### src/rtl/if_prefetch_unit.sv
// Instruction-fetch frontend: PC generator, credit-limited memory requests and a
// prefetch queue toward ID; redirects flush the queue and drop stale responses by count.
module if_prefetch_unit #(
  parameter logic [31:0] RESET_ADDR      = 32'h00000000,
  parameter int          QUEUE_DEPTH     = 4,
  parameter int          MAX_OUTSTANDING = 2
) (
  input  logic                         i_clk,
  input  logic                         i_rst,
  input  logic                         i_redirect,
  input  logic [31:0]                  i_redirect_target,
  output logic                         o_req_valid,
  output logic [31:0]                  o_req_addr,
  input  logic                         i_req_ready,
  input  logic                         i_resp_valid,
  input  logic [31:0]                  i_resp_data,
  output logic                         o_inst_valid,
  output logic [31:0]                  o_inst,
  output logic [31:0]                  o_inst_pc,
  input  logic                         i_inst_ready,
  output logic [$clog2(QUEUE_DEPTH):0] o_queue_count,
  output logic                         o_busy
);
  localparam int AW = $clog2(QUEUE_DEPTH);
  localparam int CW = AW + 1;
  localparam int OW = 3;
  localparam int SW = CW + OW;

  logic [31:0]   pc, pc_next;
  logic [31:0]   resp_pc, resp_pc_next;
  logic [AW-1:0] head, head_next;
  logic [AW-1:0] tail, tail_next;
  logic [CW-1:0] count, count_next;
  logic [OW-1:0] outstanding, outstanding_next;
  logic [OW-1:0] drop_cnt, drop_cnt_next;
  logic [31:0]   inst_mem [QUEUE_DEPTH];
  logic [31:0]   pc_mem   [QUEUE_DEPTH];

  logic [31:0]   target_aligned;
  logic [SW-1:0] credit_used;
  logic          can_req;
  logic          fire;
  logic          resp_live;
  logic          resp_drop;
  logic          push;
  logic          pop;

  // Credits count queue entries plus live (non-dropped) in-flight requests, so a
  // live response always finds a free slot.
  assign credit_used    = SW'(count) + SW'(outstanding) - SW'(drop_cnt);
  assign can_req        = (outstanding < OW'(MAX_OUTSTANDING)) && (credit_used < SW'(QUEUE_DEPTH));
  assign o_req_valid    = !i_rst && can_req;
  assign o_req_addr     = pc;
  assign fire           = o_req_valid && i_req_ready;
  assign target_aligned = i_redirect_target & ~32'h00000003;

  // A response needs a matching request, counting one accepted this same cycle.
  assign resp_live = i_resp_valid && ((outstanding != {OW{1'b0}}) || fire);
  assign resp_drop = resp_live && (drop_cnt != {OW{1'b0}});
  assign push      = resp_live && (drop_cnt == {OW{1'b0}}) && !i_redirect;
  assign pop       = (count != {CW{1'b0}}) && i_inst_ready && !i_redirect;

  assign outstanding_next = outstanding + OW'(fire) - OW'(resp_live);

  assign o_inst_valid  = (count != {CW{1'b0}});
  assign o_inst        = inst_mem[head];
  assign o_inst_pc     = pc_mem[head];
  assign o_queue_count = count;
  assign o_busy        = (outstanding != {OW{1'b0}});

  // Next-state selection; a redirect overrides every normal update.
  always_comb begin
    pc_next       = pc;
    resp_pc_next  = resp_pc;
    head_next     = head;
    tail_next     = tail;
    count_next    = count;
    drop_cnt_next = drop_cnt;
    if (i_redirect) begin
      pc_next       = target_aligned;
      resp_pc_next  = target_aligned;
      head_next     = {AW{1'b0}};
      tail_next     = {AW{1'b0}};
      count_next    = {CW{1'b0}};
      drop_cnt_next = outstanding_next;
    end else begin
      if (fire) begin
        pc_next = pc + 32'd4;
      end else begin
        pc_next = pc;
      end
      if (push) begin
        tail_next    = tail + AW'(1'b1);
        resp_pc_next = resp_pc + 32'd4;
      end else begin
        tail_next    = tail;
        resp_pc_next = resp_pc;
      end
      if (pop) begin
        head_next = head + AW'(1'b1);
      end else begin
        head_next = head;
      end
      count_next = count + CW'(push) - CW'(pop);
      if (resp_drop) begin
        drop_cnt_next = drop_cnt - 3'd1;
      end else begin
        drop_cnt_next = drop_cnt;
      end
    end
  end

  // Control state with synchronous reset.
  always_ff @(posedge i_clk) begin
    if (i_rst) begin
      pc          <= RESET_ADDR;
      resp_pc     <= RESET_ADDR;
      head        <= {AW{1'b0}};
      tail        <= {AW{1'b0}};
      count       <= {CW{1'b0}};
      outstanding <= {OW{1'b0}};
      drop_cnt    <= {OW{1'b0}};
    end else begin
      pc          <= pc_next;
      resp_pc     <= resp_pc_next;
      head        <= head_next;
      tail        <= tail_next;
      count       <= count_next;
      outstanding <= outstanding_next;
      drop_cnt    <= drop_cnt_next;
    end
  end

  // Queue payload storage; contents are meaningless until count says otherwise.
  always_ff @(posedge i_clk) begin
    if (push) begin
      inst_mem[tail] <= i_resp_data;
      pc_mem[tail]   <= resp_pc;
    end
  end

endmodule

### config.mk
export PLATFORM = sky130hd
export DESIGN_NAME = if_prefetch_unit
export DESIGN_NICKNAME = d
export VERILOG_FILES = /design/src/rtl/if_prefetch_unit.sv
export SDC_FILE = /design/constraint.sdc
export NUM_CORES = 1
export LEC_CHECK = 0
export CORE_MARGIN = 10
export CORE_UTILIZATION = 54
export DETAILED_ROUTE_END_ITERATION = 10
export GPL_TIMING_DRIVEN = 0
export PLACE_DENSITY_LB_ADDON = 0.15
export SKIP_LAST_GASP = 1
export SYNTH_ARGS = -nofsm -noshare
export SYNTH_HDL_FRONTEND = slang
export SYNTH_SLANG_ARGS = --single-unit
### constraint.sdc
create_clock -name i_clk -period 5.7 [get_ports i_clk]
set_clock_uncertainty 0.05 [all_clocks]
set_input_delay 0.855 -clock i_clk [delete_from_list [all_inputs] [get_ports i_clk]]
set_output_delay 0.855 -clock i_clk [all_outputs]
set_load 0.01 [all_outputs]
==> summary.md <==
| Metric | Value |
|---|---|
| Outcome | completed |
| Final non-filler cell total | ~1,400 |
| Post-synthesis sequential area ratio | 0.671 |
| Dpl hpwl | between 20 and 25 mm |
| Post-route ant nets | 0 |
| Synth warnings | 0 |
| Die width | roughly 180 µm |
| Post-placement cell area | approximately 0.016 mm² |
| Switching share of power | 0.256 |
| Static Leakage | roughly 0.0055 µW |
| Post-Synthesis Cells | around 840 |
| Post-synth top cells | edfxtp_1, dfxtp_1, mux4_2 |
| Antenna violations before repair | 0 |
| Num CTS Buffers | 34 |
| Core Area | between 0.02 and 0.025 mm² |
| Yosys top cell area share | 0.558 |
| Hold Buf Count CTS | 0 |
| Min-Delay Endpoint | tail[1]$_SDFFE_PP0P_ |
| CP Cell Sequence | inv_1, fa_1, inv_1, ha_1, and3b_1, o21ai_0, a21oi_4, inv_2, buf_2, a21boi_0, ha_1, inv_1, ha_1, fa_1, xor2_1, a21oi_1, o31a_1 |
| Postcts setup bufs | 0 |
| VDD IR max | approximately 170 µV |
| IO Port Bufs | 164 |
| RSZ-0062 raised after global routing | false |
| Post-Synth Simple-Gate Area | 0.0620 |
| Post-route cell area | about 0.017 mm² |
| Largest net degree at the start of global routing | 57 |
| Total power | 5720 µW |
| Largest cells by area after synthesis | edfxtp_1, dfxtp_1, mux4_2 |
| Element type at the critical path end | flop |
| Num rows | 57 |
| Hold path startpoint | tail[1]$_SDFFE_PP0P_ |
| Hold Violations, Final | 0 |
| Register clock-pin slew on the reported worst setup and hold paths | approximately 0.060 ns |
| Num ports | ~170 |
| Routability cong. | between 0.8 and 0.9 |
| CP Buf/Inv Count | 5 |
| Worst min path class | reg2reg |
| WS Path Type | reg2reg |
| Area Growth Syn to Fin | 24.1% |
| Clock latency on the worst-skew pair | a little over 0.5 ns |
| Vias in the first global route | 8,413 |
| Mux contribution to synthesized area | 0.106 |
| Via density | between 5 and 6 |
| FFs w/ async S/R, synth | 0 |
| Cell variety after synth | 57 |
| Internal | approximately 4300 µW |
| CTS tree | done |
| Initial Utilization | 0.549 |
| Worst r2r src | o_queue_count[1]$_SDFF_PP0_ |
| Largest family of logic cells by synthesized area | multiplexers |
| Critical path's top delay family | adder cells |
| Synth Area in Adders | 0.0210 |
| Post-Syn Area per Cell | around 16 µm² |
| WL per Instance | 21.8 µm |
| Logic pwr share | 0.161 |
| Hold Path Stages | 2 |
| Final setup fails | 0 |
| Layout cells sized above 1 | 0.132 |
| Vias | between 8,000 and 9,000 |
| Compound-Gate Fraction of Synth Area | 0.0754 |
| Capturing point of the worst reg2reg path | drop_cnt[2]$_SDFFE_PP0P_ |
| Crit path largest cell delay | approximately 0.65 ns |
| Hold_ws | approximately 0.45 ns |
| Cell taking the most area after synthesis | edfxtp_1 |
| Levels on crit path | 17 |
| Worst setup SP type | flop |
| Most frequent cell after synthesis | edfxtp_1 |
| Critical path data required time | roughly 6.1 ns |
| Max Freq | between 200 and 250 MHz |
| Slowest CP cell | o21ai_0 |
| Worst Max-Slew Pin Slew | about 1 ns |
| # DRC | 0 |
| Ys flop type | edfxtp_1 |
| Area of the die | around 0.031 mm² |
| CTS root buffer | clkbuf_16 |
| Reg2reg path depth | 17 |
| DRT iter0 DRCs | between 600 and 700 |
| Clk network pwr share | 0.358 |
| PD cells | around 350 mW/mm² |
| Worst reg2reg setup slack | slightly below 0.9 ns |
| Nets | ~1,100 |
| FF+latch count, synth | between 300 and 400 |
| First-pass GRT wire length | about 48 mm |
| First-pass DRT Iterations | 7 |
| Slew Viols, Final | 0 |
| Clock Sinks | 323 |
| Critical path fanouts, max | 10 |
| Final period util | 0.845 |
| Reported max-cap violation count | 0 |
| Placed insts | around 1,300 |
| GRT overflow | 0 |
| GRT Util Overall | 0.194 |
| Drt total wl | around 30 mm |
| XOR/XNOR share of the synthesized area | 0.0348 |
| H-tree depth | 2 |
| WP data arrival | roughly 5.2 ns |
| CTS max path bufs | 3 |
| Psw | 1460 µW |
| Die height | between 150 and 200 µm |
| Minimum clock period | ~4.8 ns |
| Worst slew margin relative to its limit | 0.326 |
| Synthesized area | 0.0133 mm² |
| Seq pwr share | 0.481 |
| Cts repair resizes | 0 |
| Number of synthesized flops with an enable pin | ~250 |
## power groups by stage
stage / combinational [µW] / clock (µW) / sequential [µW]
final: 922 / 2050 / 2750
after global routing: 1010 / 2180 / 2770
after CTS: 925 / 2090 / 2750
after detailed placement: 919 / 0 / 2800
after global placement: 896 / 0 / 2810
after floorplan: 521 / 0 / 2790
## through the flow
stage	TNS, ns	util	setup WS, ns
2_1_floorplan	0	-	0.894
3_3_place_gp	-155.13	0.633	-0.657
3_5_place_dp	0	0.638	0.951
4_1_cts	0	0.681	0.905
5_1_grt	0	0.681	0.573
6_report	0	0.681	0.886
## routing by layer
metal | GRT usage | vias up | part of all wire
li1 | - | 3665 | -
met1 | 0.263 | 3985 | 0.43
met2 | 0.305 | 322 | 0.46
met3 | 0.0469 | 53 | 0.082
met4 | 0.0627 | 0 | 0.021
met5 | 0 | - | 0
## placed cells by master (no fill, tap or decap), types with 17 or more instances in the layout
| cell | synthesis | routed |
|---|---|---|
| a21boi_0 | 30 | 30 |
| dfxtp_1 | 75 | 75 |
| clkdlybuf4s50_1 | 0 | 164 |
| xnor2_1 | 22 | 22 |
| clkbuf_1 | 31 | 38 |
| mux4_2 | 62 | 62 |
| nand4_1 | 17 | 17 |
| nor2_1 | 22 | 22 |
| and3_1 | 25 | 21 |
| inv_1 | 51 | 51 |
| nand3_1 | 21 | 21 |
| a21oi_1 | 35 | 35 |
| clkbuf_16 | 0 | 35 |
| edfxtp_1 | 248 | 248 |
| nand2_1 | 26 | 26 |
| xor2_1 | 31 | 31 |
## worst max path at each step
stage	from	end	slack, ns
global route	o_queue_count[1]$_SDFF_PP0_	drop_cnt[2]$_SDFFE_PP0P_	0.57
global placement	o_queue_count[1]$_SDFF_PP0_	inst_mem[0][25]$_DFFE_PP_	-0.66
finish	o_queue_count[1]$_SDFF_PP0_	drop_cnt[2]$_SDFFE_PP0P_	0.89
floorplan	o_queue_count[1]$_SDFF_PP0_	inst_mem[0][0]$_DFFE_PP_	0.89
CTS	o_queue_count[1]$_SDFF_PP0_	drop_cnt[2]$_SDFFE_PP0P_	0.90
detailed placement	o_queue_count[1]$_SDFF_PP0_	drop_cnt[2]$_SDFFE_PP0P_	0.95
## worst register-to-register path: cells and delay by family (launching register included)
kind	cells	cell delay, ns
adder cells (fa/ha/maj)	5	1.70
AO/OA/AOI/OAI	5	1.40
flip-flops	1	0.43
XOR/XNOR	1	0.19
AND/OR/NAND/NOR	1	0.18
buffers and inverters	5	0.82
## flip-flops by register name, summed over array words and instances, names as in the netlist, named ones only
register,cells
o_queue_count,3
resp_pc,30
o_req_addr,30
inst_mem,128
drop_cnt,3
head,2
outstanding,3
tail,2
pc_mem,120
## final cells by class
type	count	area, µm²
plain buffers	47	196
well taps	324	405
fillers	1712	7760
diodes	1	2.50
repair buffers	168	1740
clock buffers	44	930
multi-input cells	423	4030
clock inverters	16	106
flip-flops and latches	323	8950
inverters	53	199
## cells by family (layout without fill, tap and decap cells)
family                     Yosys count  in the layout
DFF                                323            323
and+or+nand+nor                    149            149
AOI/OAI and AO/OA                  133            133
buffers and inverters              100            328
muxes                               64             64
xor gates and xnor gates            53             53
adders and majority gates           20             20
other                                1              5
Power figures use the tool's default switching activity.
